--- config.mk ---
export PLATFORM = sky130hd
export DESIGN_NAME = conv1_frame_ctrl
export DESIGN_NICKNAME = d
export VERILOG_FILES = /design/src/rtl/conv1_ctrl_pkg.sv /design/src/rtl/conv1_pos_counter.sv /design/src/rtl/conv1_frame_ctrl.sv
export SDC_FILE = /design/constraint.sdc
export NUM_CORES = 1
export LEC_CHECK = 0
export CAP_MARGIN = 5
export CORE_ASPECT_RATIO = 0.8
export CORE_MARGIN = 5
export CORE_UTILIZATION = 44
export CTS_BUF_LIST = sky130_fd_sc_hd__clkbuf_16
export DETAILED_ROUTE_END_ITERATION = 7
export DONT_BUFFER_PORTS = 1
export GPL_TIMING_DRIVEN = 0
export PLACE_DENSITY_LB_ADDON = 0.1
export SLEW_MARGIN = 10
export SYNTH_ARGS = -nofsm -noshare
export SYNTH_HDL_FRONTEND = slang
export SYNTH_SLANG_ARGS = --single-unit
--- constraint.sdc ---
create_clock -name clk -period 11.65 [get_ports clk]
set_input_delay 2.33 -clock clk [delete_from_list [all_inputs] [get_ports clk]]
set_output_delay 2.33 -clock clk [all_outputs]
set_load 0.02 [all_outputs]
--- src/rtl/conv1_ctrl_pkg.sv ---
// Shared definitions for the conv-1 frame controller: image geometry,
// index/coordinate widths, FSM state encoding and the window-tag payload.
package conv1_ctrl_pkg;

  localparam int unsigned IMG_W   = 28;
  localparam int unsigned IMG_H   = 28;
  localparam int unsigned NPIX    = IMG_W * IMG_H;
  localparam int unsigned OUT_W   = IMG_W - 2;
  localparam int unsigned OUT_H   = IMG_H - 2;
  localparam int unsigned IDX_W   = $clog2(NPIX);
  localparam int unsigned COORD_W = 5;
  localparam int unsigned LAT_W   = 3;

  typedef enum logic [2:0] {
    ST_IDLE,
    ST_LOAD,
    ST_CLEAR,
    ST_STREAM,
    ST_DRAIN,
    ST_DONE
  } state_t;

  // Expected conv-1 output tag, delayed alongside the layer's latency.
  typedef struct packed {
    logic               valid;
    logic               last;
    logic [COORD_W-1:0] row;
    logic [COORD_W-1:0] col;
  } tag_t;

endpackage

--- src/rtl/conv1_pos_counter.sv ---
// Row/column scan counter for the streaming phase.
// Ports:
//   clk, rst_n   clock, async active-low reset
//   clr          zero the counters
//   en           advance one pixel in raster order
//   r, c         current pixel row/column
//   win_valid_c  pixel completes a 3x3 window (r>=2 and c>=2)
//   win_row_c    window output row (r-2)
//   win_col_c    window output column (c-2)
//   win_last_c   pixel is the bottom-right image pixel
module conv1_pos_counter
  import conv1_ctrl_pkg::*;
#(
  parameter int unsigned WIDTH  = IMG_W,
  parameter int unsigned HEIGHT = IMG_H
) (
  input  logic               clk,
  input  logic               rst_n,
  input  logic               clr,
  input  logic               en,
  output logic [COORD_W-1:0] r,
  output logic [COORD_W-1:0] c,
  output logic               win_valid_c,
  output logic [COORD_W-1:0] win_row_c,
  output logic [COORD_W-1:0] win_col_c,
  output logic               win_last_c
);

  localparam logic [COORD_W-1:0] C_LAST = COORD_W'(WIDTH - 1);
  localparam logic [COORD_W-1:0] R_LAST = COORD_W'(HEIGHT - 1);
  localparam logic [COORD_W-1:0] BORDER = COORD_W'(2);

  // Raster-order position
  always_ff @(posedge clk or negedge rst_n) begin
    if (!rst_n) begin
      r <= '0;
      c <= '0;
    end else if (clr) begin
      r <= '0;
      c <= '0;
    end else if (en) begin
      if (c == C_LAST) begin
        c <= '0;
        r <= r + COORD_W'(1);
      end else begin
        c <= c + COORD_W'(1);
      end
    end
  end

  // Window tag for the pixel currently addressed
  always_comb begin
    win_valid_c = (r >= BORDER) && (c >= BORDER);
    win_row_c   = r - BORDER;
    win_col_c   = c - BORDER;
    win_last_c  = (r == R_LAST) && (c == C_LAST);
  end

endmodule

--- src/rtl/conv1_frame_ctrl.sv ---
// Frame sequencer for conv layer 1: buffers a 28x28 binary image from a
// valid/ready source, pulses conv-1's reset for one cycle, bursts the pixels
// on consecutive cycles, and produces/checks the expected window-valid tag.
// Ports:
//   clk, rst_n          clock, async active-low reset
//   s_valid/s_ready     source handshake; s_pixel data, s_last end of frame
//   conv_rst_n          per-frame reset to conv-1 (rst_n & local clear)
//   conv_pixel          registered pixel to conv-1
//   conv_valid          conv-1's own output valid
//   out_valid/row/col/last  expected conv-1 output tag
//   frame_done          one-cycle pulse at end of frame
//   err_len             one-cycle pulse on bad frame length
//   err_sync            one-cycle pulse when conv_valid disagreed with out_valid
// WIDTH*HEIGHT must equal the package NPIX; the frame buffer is sized by it.
module conv1_frame_ctrl
  import conv1_ctrl_pkg::*;
#(
  parameter int unsigned WIDTH    = IMG_W,
  parameter int unsigned HEIGHT   = IMG_H,
  parameter int unsigned CONV_LAT = 1
) (
  input  logic               clk,
  input  logic               rst_n,
  input  logic               s_valid,
  output logic               s_ready,
  input  logic               s_pixel,
  input  logic               s_last,
  output logic               conv_rst_n,
  output logic               conv_pixel,
  input  logic               conv_valid,
  output logic               out_valid,
  output logic [COORD_W-1:0] out_row,
  output logic [COORD_W-1:0] out_col,
  output logic               out_last,
  output logic               frame_done,
  output logic               err_len,
  output logic               err_sync
);

  localparam logic [IDX_W-1:0] LAST_IDX   = IDX_W'(NPIX - 1);
  localparam logic [LAT_W-1:0] DRAIN_LAST = LAT_W'(CONV_LAT - 1);

  state_t             state_q, state_d;
  logic [IDX_W-1:0]   wr_idx_q, wr_idx_d;
  logic [LAT_W-1:0]   lat_cnt_q, lat_cnt_d;
  logic               conv_clr_n_q, conv_clr_n_d;
  logic               s_ready_q, s_ready_d;
  logic               err_len_q, err_len_d;
  logic               err_sync_q, err_sync_d;
  logic               frame_done_q, frame_done_d;
  logic               conv_pixel_q, conv_pixel_d;
  logic               beat;
  logic [NPIX-1:0]    fb;

  logic [COORD_W-1:0] pos_r, pos_c;
  logic               win_valid_c, win_last_c;
  logic [COORD_W-1:0] win_row_c, win_col_c;
  logic [IDX_W-1:0]   rd_idx_c;

  tag_t               tag_in;
  tag_t               tag_pipe_q [CONV_LAT];

  conv1_pos_counter #(
    .WIDTH  (WIDTH),
    .HEIGHT (HEIGHT)
  ) u_pos (
    .clk         (clk),
    .rst_n       (rst_n),
    .clr         (state_q == ST_CLEAR),
    .en          (state_q == ST_STREAM),
    .r           (pos_r),
    .c           (pos_c),
    .win_valid_c (win_valid_c),
    .win_row_c   (win_row_c),
    .win_col_c   (win_col_c),
    .win_last_c  (win_last_c)
  );

  // Read address follows the scan position
  assign rd_idx_c = IDX_W'(pos_r) * IDX_W'(WIDTH) + IDX_W'(pos_c);

  // Next state and registered-output values
  always_comb begin
    state_d   = state_q;
    wr_idx_d  = wr_idx_q;
    lat_cnt_d = lat_cnt_q;
    err_len_d = 1'b0;
    beat      = 1'b0;

    case (state_q)
      ST_IDLE, ST_LOAD: begin
        if (s_valid && s_ready_q) begin
          beat = 1'b1;
          if (wr_idx_q == LAST_IDX) begin
            // A missing s_last here still closes the frame
            err_len_d = !s_last;
            wr_idx_d  = '0;
            state_d   = ST_CLEAR;
          end else if (s_last) begin
            err_len_d = 1'b1;
            wr_idx_d  = '0;
            state_d   = ST_IDLE;
          end else begin
            wr_idx_d = wr_idx_q + IDX_W'(1);
            state_d  = ST_LOAD;
          end
        end
      end
      ST_CLEAR:  state_d = ST_STREAM;
      ST_STREAM: begin
        if (rd_idx_c == LAST_IDX) begin
          lat_cnt_d = '0;
          state_d   = ST_DRAIN;
        end
      end
      ST_DRAIN: begin
        if (lat_cnt_q == DRAIN_LAST) begin
          state_d = ST_DONE;
        end else begin
          lat_cnt_d = lat_cnt_q + LAT_W'(1);
        end
      end
      ST_DONE: begin
        wr_idx_d = '0;
        state_d  = ST_IDLE;
      end
      default: state_d = ST_IDLE;
    endcase

    s_ready_d    = (state_d == ST_IDLE) || (state_d == ST_LOAD);
    conv_clr_n_d = (state_d != ST_CLEAR);
    frame_done_d = (state_d == ST_DONE);
    conv_pixel_d = (state_q == ST_STREAM) ? fb[rd_idx_c] : 1'b0;
    err_sync_d   = ((state_q == ST_STREAM) || (state_q == ST_DRAIN)) &&
                   (conv_valid != out_valid);
  end

  // State and output registers
  always_ff @(posedge clk or negedge rst_n) begin
    if (!rst_n) begin
      state_q      <= ST_IDLE;
      wr_idx_q     <= '0;
      lat_cnt_q    <= '0;
      conv_clr_n_q <= 1'b0;
      s_ready_q    <= 1'b0;
      err_len_q    <= 1'b0;
      err_sync_q   <= 1'b0;
      frame_done_q <= 1'b0;
      conv_pixel_q <= 1'b0;
    end else begin
      state_q      <= state_d;
      wr_idx_q     <= wr_idx_d;
      lat_cnt_q    <= lat_cnt_d;
      conv_clr_n_q <= conv_clr_n_d;
      s_ready_q    <= s_ready_d;
      err_len_q    <= err_len_d;
      err_sync_q   <= err_sync_d;
      frame_done_q <= frame_done_d;
      conv_pixel_q <= conv_pixel_d;
    end
  end

  // Frame buffer; contents are meaningless until written
  always_ff @(posedge clk) begin
    if (beat) begin
      fb[wr_idx_q] <= s_pixel;
    end
  end

  // Tag for the pixel being read, zeroed outside valid windows
  always_comb begin
    tag_in = '0;
    if ((state_q == ST_STREAM) && win_valid_c) begin
      tag_in.valid = 1'b1;
      tag_in.last  = win_last_c;
      tag_in.row   = win_row_c;
      tag_in.col   = win_col_c;
    end
  end

  // Delay the tag to line up with conv-1's output
  always_ff @(posedge clk or negedge rst_n) begin
    if (!rst_n) begin
      for (int i = 0; i < CONV_LAT; i++) begin
        tag_pipe_q[i] <= '0;
      end
    end else begin
      tag_pipe_q[0] <= tag_in;
      for (int i = 1; i < CONV_LAT; i++) begin
        tag_pipe_q[i] <= tag_pipe_q[i-1];
      end
    end
  end

  assign s_ready    = s_ready_q;
  assign conv_rst_n = rst_n & conv_clr_n_q;
  assign conv_pixel = conv_pixel_q;
  assign out_valid  = tag_pipe_q[CONV_LAT-1].valid;
  assign out_last   = tag_pipe_q[CONV_LAT-1].last;
  assign out_row    = tag_pipe_q[CONV_LAT-1].row;
  assign out_col    = tag_pipe_q[CONV_LAT-1].col;
  assign frame_done = frame_done_q;
  assign err_len    = err_len_q;
  assign err_sync   = err_sync_q;

endmodule

==> flow_summary.ini <==
[status]
status = finished with violations
violations = max-capacitance violations, max-slew violations

[synthesis]
synthTopCellsByArea = edfxtp_1 64%, mux4_2 9.0%, nor2_1 8.5%
synth_top_area_share_pct = 63.84
ys_ff_latch = 828
synthCells = 2623
async_reset_ff_share_pct = 5.314
synth_cell_types = 74
yosys.area.top_type = edfxtp_1
ys.flop_type = edfxtp_1
ys.warnings.count = 0
syn-cell-area_um2 = 36880
synth_edf_count = 784
ys_seq_area_share_pct = 66.82
syn_nets = 2665
syn_area_per_cell_um2 = 14.06

[worst_setup_path]
crit_type = flop to flop
start_kind = flop
arrival_ps = 6890
r2r-start = u_pos.r[0]
r2r_setup_slack_ps = 5290
crit_path_start = u_pos.r[0]
ff2ff_path_depth = 13
reg2reg_to = conv_pixel
cp.required_ps = 12190
endpoint_kind = flop
critPathMaxFanout = 10

[timing]
min_period_ps = 6359
hold_viol = 0
relSlewSlack_pct = -136.0
finalMaxSlewViolations = 553
max_freq_ghz = 0.1573
finalClockSkew_ps = 22.82
tightest_slew_ps = 3540
fin_crit_sh_pct = 54.58
rsz0062_at_grt = no
worst_slack_ps = 5291
final-setup-viol-count = 0
tns_ps = 0

[cts]
post_cts_buffers = 0
clock_sinks = 828
cts_buffer_depth = 3
clk_pin_slew_ps = 60
cts.htree.levels = 3
clkLatencyLatePin_ps = 660
cts-root-buf = clkbuf_16
cts_tree = built
cts_hold_buf = 0
cts_resized = 0
cts_buffers = 86

[drt]
drt-initial-drc-count = 4301
viasPerCell = 6.309
routedWlPerCell_um = 35.26
first_pass_iters = 6
wirelength_mm = 137.6
drc = 0
num_vias = 24610
postRouteAntennaNets = 0

[die]
pin_count = 24
fp.dieW_um = 333.7
dieHeight_um = 268.9
row_count = 95
initial_core_util_pct = 44.13
coreArea_um2 = 83560
dieArea_um2 = 89740

[layout]
syn_to_final_growth_pct = 11.41
fin_nets = 2758
n_fill_cell = 7248
mostFrequentLayoutCells = 831 x nor2_1, 784 x edfxtp_1, 147 x mux4_2, 129 x clkbuf_1, 107 x nand2_1
layout-drive-gt1-share_pct = 14.58
seqCellArea_um2 = 24640
multi_input_area_um2 = 10970
layout_commonest_cell = nor2_1
fin_util_pct = 49.17

[global_route]
grt_pass1_vias = 23690
grt_use_total_pct = 30.31
antenna_found_initial = 8
grt-ovfl-total = 0
grt_max_degree = 785
grt_pass1_wl_mm = 186.6

[min_path]
min_path_cells = 1
hold_path.class = flop to flop
hp-start = lat_cnt_q[2]
hold_end = lat_cnt_q[2]

[run]
max_cap_violations = 1

[place]
gp_congestion = 0.9223
dp_hpwl_mm = 87.81
io_buffer_count = 0
pre_cts_slack_ps = 5551

[power]
ir_drop_mv = 0.09428
p_leak_nw = 12.62
power.density_nw_per_um2 = 144.9
state kept, by name, indices dropped and copies added, names as in the netlist:
signal and count:
conv_clr_n_q 1, conv_pixel 1, err_len 1, err_sync 1, fb 784, frame_done 1, lat_cnt_q 3, out_col 5
out_last 1, out_row 5, out_valid 1, s_ready 1, state_q 3, u_pos.c 5, u_pos.r 5, wr_idx_q 10
layer usage:
metal / routed length [µm] / global-route usage (%) / vias to the layer above
met5: 22 / 0 / -
met4: 5588 / 10.60 / 4
met3: 19380 / 10.76 / 280
met2: 59430 / 45.32 / 1711
met1: 53140 / 41.65 / 12820
li1: - / - / 9802
critical path, cell delays in order (launching register included):
cell and delay [ps]:
dfrtp_1 530, inv_1 140, ha_1 370, fa_1 580, buf_4 240, or2_2 140
clkbuf_1 540, clkbuf_1 920, clkbuf_1 960, nor2_1 120, nor4_1 500, o21ai_0 320
or3_1 490, a211oi_2 350
power by group:
group / switching [mW] / internal, mW / total, mW / leakage, nW
Sequential: 0.000323 / 3.26 / 3.26 / 7.62
Clock: 1.21 / 1.48 / 2.69 / 1.36
Combinational: 0.000686 / 0.000448 / 0.00114 / 3.65
Total: 1.21 / 4.75 / 5.95 / 12.6
Yosys cell counts (all sizes together) (5+ instances only):
cell and number:
a2111oi 6, nor4 11, a22oi 9, xnor2 10, fa 6, or4 5, o2111ai 6, o22ai 39
mux2 33, xor2 11, nor3b 9, dfrtp 44, nor2 832, mux4 169, nor3 17, nand2b 6
o221ai 5, a31oi 5, inv 24, mux2i 46, o211ai 12, nor2b 12, or3 6, clkbuf 156
a211oi 16, nand3 24, buf 71, edfxtp 784, nand4 5, o21ai 29, and2 10, a21oi 22
nand2 107, ha 30
area by class of cell:
class	instances	area share, %
clock inverters	71	1.264
multi-input cells	1544	26.71
inverters	24	0.2193
diodes	1	0.006091
clock buffers	86	5.238
plain buffers	227	3.012
repair buffers	5	0.1736
well taps	1115	3.396
flip-flops and latches	828	59.98
metrics by stage:
step           total power, mW  hold slack [ps]  instance area (µm²)  std cells
3_3_place_gp             3.319            493.4                38270       3738
6_report                 5.955            519.7                41080       3901
2_1_floorplan            3.320            458.7                36880       2623
5_1_grt                  6.075            541.5                41080       3900
4_1_cts                  5.954            519.7                41080       3900
3_5_place_dp             3.320            508.8                38410       3743
worst max-delay path by stage:
stage,slack [ps],endpoint
floorplan,6770,conv_rst_n
global placement,5570,conv_pixel
detailed placement,5550,conv_pixel
CTS,5520,conv_pixel
global route,5320,conv_pixel
finish,5290,conv_pixel
cell families after synthesis:
kind of cell	share of synthesized area, %
simple gates	11.75
flops	66.83
buf+inv	3.508
mux	12.80
compound gates	3.186
fa+ha+maj	1.344
xor+xnor	0.5835
Power figures use the tool's default switching activity.
